[src/rtl/hazard_pkg.sv]
// Shared encodings and default latencies for the decode-stage hazard scoreboard.
package hazard_pkg;

    typedef enum logic [1:0] {
        CAUSE_NONE   = 2'd0,
        CAUSE_RAW    = 2'd1,
        CAUSE_STRUCT = 2'd2,
        CAUSE_WAW    = 2'd3
    } cause_e;

    localparam int DEF_NUM_REGS = 8;
    localparam int DEF_REG_W    = 3;
    localparam int DEF_LAT_W    = 3;
    localparam int DEF_ALU_LAT  = 0;
    localparam int DEF_LOAD_LAT = 1;
    localparam int DEF_CNT_W    = 16;

endpackage

[src/rtl/hazard_scoreboard_if.sv]
// Decode-side instruction description in, front-end stall controls out.
interface hazard_scoreboard_if #(
    parameter int REG_W = hazard_pkg::DEF_REG_W,
    parameter int LAT_W = hazard_pkg::DEF_LAT_W,
    parameter int CNT_W = hazard_pkg::DEF_CNT_W
);
    logic                  id_valid;
    logic [REG_W-1:0]      id_rs;
    logic                  id_rs_used;
    logic [REG_W-1:0]      id_rt;
    logic                  id_rt_used;
    logic [REG_W-1:0]      id_dst;
    logic                  id_dst_we;
    logic                  id_is_load;
    logic                  id_is_mc;
    logic [LAT_W-1:0]      id_mc_lat;
    logic                  flush;
    logic                  stall;
    logic                  pc_we;
    logic                  ifid_we;
    logic                  idex_bubble;
    hazard_pkg::cause_e    stall_cause;
    logic [CNT_W-1:0]      stall_count;

    modport master (
        output id_valid, id_rs, id_rs_used, id_rt, id_rt_used, id_dst, id_dst_we,
               id_is_load, id_is_mc, id_mc_lat, flush,
        input  stall, pc_we, ifid_we, idex_bubble, stall_cause, stall_count
    );

    modport slave (
        input  id_valid, id_rs, id_rs_used, id_rt, id_rt_used, id_dst, id_dst_we,
               id_is_load, id_is_mc, id_mc_lat, flush,
        output stall, pc_we, ifid_we, idex_bubble, stall_cause, stall_count
    );
endinterface

[src/rtl/sb_counter.sv]
// Saturating-at-zero down-counter with synchronous load; load wins over the decrement.
module sb_counter #(
    parameter int LAT_W = 3
) (
    input  logic             clk,
    input  logic             rst,
    input  logic             ld_i,
    input  logic [LAT_W-1:0] ld_val_i,
    output logic [LAT_W-1:0] cnt_o
);
    logic [LAT_W-1:0] cnt_q, cnt_d;

    always_comb begin
        cnt_d = cnt_q;
        if (ld_i)
            cnt_d = ld_val_i;
        else if (cnt_q != '0)
            cnt_d = cnt_q - LAT_W'(1);
    end

    always_ff @(posedge clk) begin
        if (rst) cnt_q <= '0;
        else     cnt_q <= cnt_d;
    end

    assign cnt_o = cnt_q;
endmodule

[src/rtl/hazard_scoreboard.sv]
// Per-register countdown scoreboard: raises RAW/structural/WAW stalls for the decode stage.
// Combinational stall from current state; counters and stall_count update every clock.
module hazard_scoreboard
    import hazard_pkg::*;
#(
    parameter int NUM_REGS = DEF_NUM_REGS,
    parameter int REG_W    = DEF_REG_W,
    parameter int LAT_W    = DEF_LAT_W,
    parameter int ALU_LAT  = DEF_ALU_LAT,
    parameter int LOAD_LAT = DEF_LOAD_LAT,
    parameter int CNT_W    = DEF_CNT_W
) (
    input  logic               clk,
    input  logic               rst,
    hazard_scoreboard_if.slave hz
);
    logic [LAT_W-1:0] reg_cnt [NUM_REGS];
    logic [LAT_W-1:0] mc_busy;
    logic [LAT_W-1:0] lat;
    logic             live, raw, strc, waw, stall, issue;
    cause_e           cause;
    logic [CNT_W-1:0] stall_count_q, stall_count_d;

    always_comb begin
        lat = LAT_W'(ALU_LAT);
        if (hz.id_is_mc)
            lat = hz.id_mc_lat;
        else if (hz.id_is_load)
            lat = LAT_W'(LOAD_LAT);
    end

    // Only state left by older, already-issued ops is examined, so rs==dst is never a self-hazard.
    assign live  = hz.id_valid & ~hz.flush;
    assign raw   = live & ((hz.id_rs_used & (reg_cnt[hz.id_rs] != '0)) |
                           (hz.id_rt_used & (reg_cnt[hz.id_rt] != '0)));
    assign strc  = live & hz.id_is_mc & (mc_busy != '0);
    assign waw   = live & hz.id_dst_we & (reg_cnt[hz.id_dst] > lat);
    assign stall = raw | strc | waw;
    assign issue = live & ~stall;

    always_comb begin
        cause = CAUSE_NONE;
        if (raw)       cause = CAUSE_RAW;
        else if (strc) cause = CAUSE_STRUCT;
        else if (waw)  cause = CAUSE_WAW;
    end

    for (genvar r = 0; r < NUM_REGS; r++) begin : g_reg
        sb_counter #(.LAT_W(LAT_W)) u_cnt (
            .clk      (clk),
            .rst      (rst),
            .ld_i     (issue & hz.id_dst_we & (hz.id_dst == REG_W'(r))),
            .ld_val_i (lat),
            .cnt_o    (reg_cnt[r])
        );
    end

    sb_counter #(.LAT_W(LAT_W)) u_mc_busy (
        .clk      (clk),
        .rst      (rst),
        .ld_i     (issue & hz.id_is_mc),
        .ld_val_i (hz.id_mc_lat),
        .cnt_o    (mc_busy)
    );

    always_comb begin
        stall_count_d = stall_count_q;
        if (stall && (stall_count_q != '1))
            stall_count_d = stall_count_q + CNT_W'(1);
    end

    always_ff @(posedge clk) begin
        if (rst) stall_count_q <= '0;
        else     stall_count_q <= stall_count_d;
    end

    assign hz.stall       = stall;
    assign hz.pc_we       = ~stall;
    assign hz.ifid_we     = ~stall;
    assign hz.idex_bubble = stall | hz.flush | ~hz.id_valid;
    assign hz.stall_cause = cause;
    assign hz.stall_count = stall_count_q;
endmodule

[src/flat_wrapper.sv]
// flat-port wrapper written by rule: the top's interface ports become plain ports
module hazard_scoreboard_flat import hazard_pkg::*;
#(
    parameter int NUM_REGS = DEF_NUM_REGS,
    parameter int REG_W    = DEF_REG_W,
    parameter int LAT_W    = DEF_LAT_W,
    parameter int ALU_LAT  = DEF_ALU_LAT,
    parameter int LOAD_LAT = DEF_LOAD_LAT,
    parameter int CNT_W    = DEF_CNT_W
)
  (clk, rst, hz_id_valid, hz_id_rs, hz_id_rs_used, hz_id_rt, hz_id_rt_used, hz_id_dst, hz_id_dst_we, hz_id_is_load, hz_id_is_mc, hz_id_mc_lat, hz_flush, hz_stall, hz_pc_we, hz_ifid_we, hz_idex_bubble, hz_stall_cause, hz_stall_count);
  hazard_scoreboard_if #(.REG_W(REG_W), .LAT_W(LAT_W), .CNT_W(CNT_W)) hz_i ();
  input  logic clk;
  input  logic rst;
  input wire logic [$bits(hz_i.id_valid)-1:0] hz_id_valid;
  input wire logic [$bits(hz_i.id_rs)-1:0] hz_id_rs;
  input wire logic [$bits(hz_i.id_rs_used)-1:0] hz_id_rs_used;
  input wire logic [$bits(hz_i.id_rt)-1:0] hz_id_rt;
  input wire logic [$bits(hz_i.id_rt_used)-1:0] hz_id_rt_used;
  input wire logic [$bits(hz_i.id_dst)-1:0] hz_id_dst;
  input wire logic [$bits(hz_i.id_dst_we)-1:0] hz_id_dst_we;
  input wire logic [$bits(hz_i.id_is_load)-1:0] hz_id_is_load;
  input wire logic [$bits(hz_i.id_is_mc)-1:0] hz_id_is_mc;
  input wire logic [$bits(hz_i.id_mc_lat)-1:0] hz_id_mc_lat;
  input wire logic [$bits(hz_i.flush)-1:0] hz_flush;
  output wire logic [$bits(hz_i.stall)-1:0] hz_stall;
  output wire logic [$bits(hz_i.pc_we)-1:0] hz_pc_we;
  output wire logic [$bits(hz_i.ifid_we)-1:0] hz_ifid_we;
  output wire logic [$bits(hz_i.idex_bubble)-1:0] hz_idex_bubble;
  output wire logic [$bits(hz_i.stall_cause)-1:0] hz_stall_cause;
  output wire logic [$bits(hz_i.stall_count)-1:0] hz_stall_count;
  assign hz_i.id_valid = hz_id_valid;
  assign hz_i.id_rs = hz_id_rs;
  assign hz_i.id_rs_used = hz_id_rs_used;
  assign hz_i.id_rt = hz_id_rt;
  assign hz_i.id_rt_used = hz_id_rt_used;
  assign hz_i.id_dst = hz_id_dst;
  assign hz_i.id_dst_we = hz_id_dst_we;
  assign hz_i.id_is_load = hz_id_is_load;
  assign hz_i.id_is_mc = hz_id_is_mc;
  assign hz_i.id_mc_lat = hz_id_mc_lat;
  assign hz_i.flush = hz_flush;
  assign hz_stall = hz_i.stall;
  assign hz_pc_we = hz_i.pc_we;
  assign hz_ifid_we = hz_i.ifid_we;
  assign hz_idex_bubble = hz_i.idex_bubble;
  assign hz_stall_cause = hz_i.stall_cause;
  assign hz_stall_count = hz_i.stall_count;
  hazard_scoreboard #(.NUM_REGS(NUM_REGS), .REG_W(REG_W), .LAT_W(LAT_W), .ALU_LAT(ALU_LAT), .LOAD_LAT(LOAD_LAT), .CNT_W(CNT_W)) u_core (.clk(clk), .rst(rst), .hz(hz_i));
endmodule
[config.mk]
export PLATFORM = sky130hd
export DESIGN_NAME = hazard_scoreboard_flat
export DESIGN_NICKNAME = d
export VERILOG_FILES = /design/src/rtl/hazard_pkg.sv /design/src/rtl/hazard_scoreboard_if.sv /design/src/rtl/sb_counter.sv /design/src/rtl/hazard_scoreboard.sv /design/src/flat_wrapper.sv
export SDC_FILE = /design/constraint.sdc
export NUM_CORES = 1
export LEC_CHECK = 0
export ABC_AREA = 1
export CORE_ASPECT_RATIO = 0.9
export CORE_MARGIN = 1
export CORE_UTILIZATION = 35
export CTS_CLUSTER_DIAMETER = 120
export CTS_CLUSTER_SIZE = 30
export DETAILED_ROUTE_END_ITERATION = 6
export PLACE_DENSITY = 0.55
export SKIP_LAST_GASP = 1
export SYNTH_ARGS = -nofsm -noshare
export SYNTH_HDL_FRONTEND = slang
export SYNTH_SLANG_ARGS = --single-unit
[constraint.sdc]
create_clock -name clk -period 11.9 [get_ports clk]
set_input_delay 3.57 -clock clk [delete_from_list [all_inputs] [get_ports clk]]
set_output_delay 3.57 -clock clk [all_outputs]
set_load 0.02 [all_outputs]
==> reports/qor.txt <==
Tcrit/Tclk final - 0.885
Total gr overflow - 0
Area delta synth->final - 17.2%
CP Launch Type - input port
R2R Setup Slk - 8.75 ns
Fin crit period - 10.53 ns
Worst path bufs/invs - 4
Worst-path maximum fanout - 16
CP Capture Type - output port
Worst-path clk slew - 0.09 ns
CP Class - in -> out
Hold buffers post-CTS - 0
1st-iter DRT viols - 318
Synth unique cells - 39
Seq/Total Area, Yosys - 0.243
Clock Power Share - 0.162
Syn nets - 603
RR Endpoint - u_core.g_reg[6].u_cnt.cnt_o[1]
CP max stage cell - clkdlybuf4s50_1
1st-pass router iterations - 5
Std cell rows - 34
Layout Nets - 641
Endpoint arrival time on the critical path - 6.96 ns
Worst Path Required - 8.33 ns
H-Tree Depth - 2
Final setup violation count - 0
Crit-path cells - clkdlybuf4s50_1, clkinv_1, a21oi_1, a32oi_1, ha_1, a21oi_1, o21ai_1, and3_4, nor2_4, nand2_4, inv_1, clkdlybuf4s50_1
Cell Int Power - 426 uW
Die Span X - 108 um
PortBufs - 42
GP Congestion - 0.864
Post-synthesis average cell area - 6.32 um^2
Slew Limit Fails - 0
PD cells - 189 mW/mm^2
Synthesized flop and latch total - 43
Skew-Pair Late Insertion Delay - 0.31 ns
Worst path max stage delay - 0.84 ns
WL final - 9710 um
Switch share - 0.458
CP endpoint - hz_pc_we
Maxcap violations - 0
Final hold violations - 0
Layout cell share with drive strength beyond 1 - 0.0634
Seq pwr share - 0.294
Logic pwr share - 0.544
Slew @ Worst Pin - 0.851 ns
CTS Buf Count - 5
Clock Skew - 0.00452 ns
Die height - 97.4 um
Largest net degree at the start of global routing - 27
Net switching power - 360 uW
Post-Syn Instances - 560
Die area - 0.0105 mm^2
First-pass GRT wire length - 15900 um
Vias in the first global route - 3205
Worst r2r path cells - 16
GRT Total Usage - 0.192
RSZ-0062 raised after global routing - false
Antenna violations before repair - 0
CP delay by family, top - buffers and inverters
Status - complete, no violations
Post-Synthesis Cell Area - 0.00354 mm^2
Root buffer cell - clkbuf_8
Fin Setup TNS - 0 ns
DRC Markers - 0
Post-CTS Resized - 0
Start of the worst register-to-register path - u_core.g_reg[3].u_cnt.cnt_o[2]
Rel. slew slack - 0.432
Setup Buffers After CTS - 0
CTS Sinks - 43
Routed length per instance - 13.4 um
Io pins - 43
Final core utilization - 0.426
CTS tree - done
Peak supply drop - 0.0000739 V
Ant. Diodes - 0
Vias per cell - 4.99
Half-perimeter wire length after placement - 7380 um
Leakage power - 1.91 nW
CP Depth - 12
ANT nets after route - 0
Initial Utilization - 0.363
Beginning of the critical path - hz_id_dst[2]
Via count - 3617
Yosys warns - 0
HP Class - reg -> reg
Achievable frequency - 95.0 MHz
Bufs on Longest Clock Path - 2
Core Region - 0.00974 mm^2
-- worst min-delay path, cell delays in order (launching register included) --
cell and delay (ns):
dfxtp_1 0.35, nand2_1 0.07, a21oi_1 0.05
-- stage by stage --
step | hold slack (ns) | worst slack (ns) | power [mW] | cells | cell area [um^2]
2_1_floorplan | 0.517 | 2.65 | 0.566 | 560 | 3540
3_3_place_gp | 0.492 | 1.49 | 0.653 | 717 | 4030
3_5_place_dp | 0.505 | 1.38 | 0.660 | 717 | 4030
4_1_cts | 0.520 | 1.38 | 0.791 | 725 | 4150
5_1_grt | 0.550 | 1.17 | 0.872 | 725 | 4150
6_report | 0.520 | 1.37 | 0.786 | 725 | 4150
-- cells in the final DEF, fill, tap and decap left out, types with 2 or more instances in the layout --
master,synthesis,layout
nand4_1,12,12
nor2_1,58,58
inv_2,3,3
clkdlybuf4s50_1,0,42
nand2_4,2,2
nor4_1,2,2
o21ai_0,27,27
o22ai_1,4,4
xnor2_1,3,3
ha_1,22,22
nand4_2,4,4
and2_1,2,2
clkbuf_8,0,6
nand3_1,51,51
inv_1,85,85
nor2_2,2,2
nand2_2,3,3
dfxtp_1,43,43
a21oi_1,35,35
nor3_1,9,9
nand2_1,144,144
xor2_1,14,14
nand3_2,4,4
a32oi_1,2,2
a21oi_2,4,4
nor2_4,3,3
-- cell type report --
class                   count  area [um^2]
flip-flops and latches     43          861
clock buffers               6         82.6
repair buffers             43          428
fillers                  1061         5590
multi-input cells         416         2250
clock inverters             2         38.8
inverters                  89          334
well taps                 126          158
-- flip-flops by register name, indices dropped and copies added (netlist names) --
name,cells
u_core.u_mc_busy.cnt_o,3
u_core.g.u_cnt.cnt_o,24
u_core.hz.stall_count,16
-- per-layer routing --
metal | track usage | vias up | share of wire
met4 | 0.0506 | 0 | 0.014
met1 | 0.271 | 1647 | 0.49
met2 | 0.293 | 93 | 0.44
li1 | - | 1867 | -
met3 | 0.0402 | 10 | 0.053
met5 | 0 | - | 0
-- power by group through the flow --
| stage | Sequential [mW] | Clock (mW) | Combinational (mW) |
|---|---|---|---|
| floorplan | 0.221 | 0 | 0.345 |
| global placement | 0.233 | 0 | 0.420 |
| detailed placement | 0.234 | 0 | 0.426 |
| CTS | 0.231 | 0.131 | 0.429 |
| global route | 0.237 | 0.138 | 0.497 |
| finish | 0.231 | 0.128 | 0.427 |
-- synthesized netlist by cell type (all sizes together) --
cell | instances | area, um^2
dfxtp | 43 | 861
o32ai | 1 | 8.76
clkinv | 1 | 3.75
o21ai | 28 | 140
nor4 | 2 | 12.5
nand3 | 55 | 295
buf | 8 | 82.6
nand2 | 150 | 602
a21oi | 39 | 210
ha | 22 | 275
nor3 | 9 | 45.0
inv | 88 | 330
o22ai | 4 | 25.0
nor2 | 63 | 264
o2111ai | 1 | 8.76
clkbuf | 4 | 15.0
a32oi | 2 | 17.5
nand3b | 1 | 7.51
and3 | 2 | 17.5
nand4 | 17 | 146
xor2 | 14 | 123
and2 | 2 | 12.5
or2 | 1 | 8.76
xnor2 | 3 | 26.3
-- how the worst min path moves through the flow --
| stage | from | to | cells past startpoint | slack (ns) |
|---|---|---|---|---|
| 2_1_floorplan | u_core.g_reg[4].u_cnt.cnt_o[0] | u_core.g_reg[4].u_cnt.cnt_o[0] | 3 | 0.52 |
| 3_3_place_gp | u_core.hz.stall_count[11] | u_core.hz.stall_count[11] | 2 | 0.49 |
| 3_5_place_dp | u_core.hz.stall_count[10] | u_core.hz.stall_count[10] | 2 | 0.51 |
| 4_1_cts | u_core.hz.stall_count[10] | u_core.hz.stall_count[10] | 2 | 0.52 |
| 5_1_grt | u_core.hz.stall_count[4] | u_core.hz.stall_count[4] | 2 | 0.55 |
| 6_report | u_core.hz.stall_count[7] | u_core.hz.stall_count[7] | 2 | 0.52 |
-- logic make-up after synthesis --
group	after synthesis	share of synthesized area
compound gates	75	0.116
xor+xnor	17	0.0421
fa+ha+maj	22	0.0778
buf+inv	101	0.122
flops	43	0.243
simple gates	302	0.399
No activity file was read; power rests on OpenSTA's default activity.
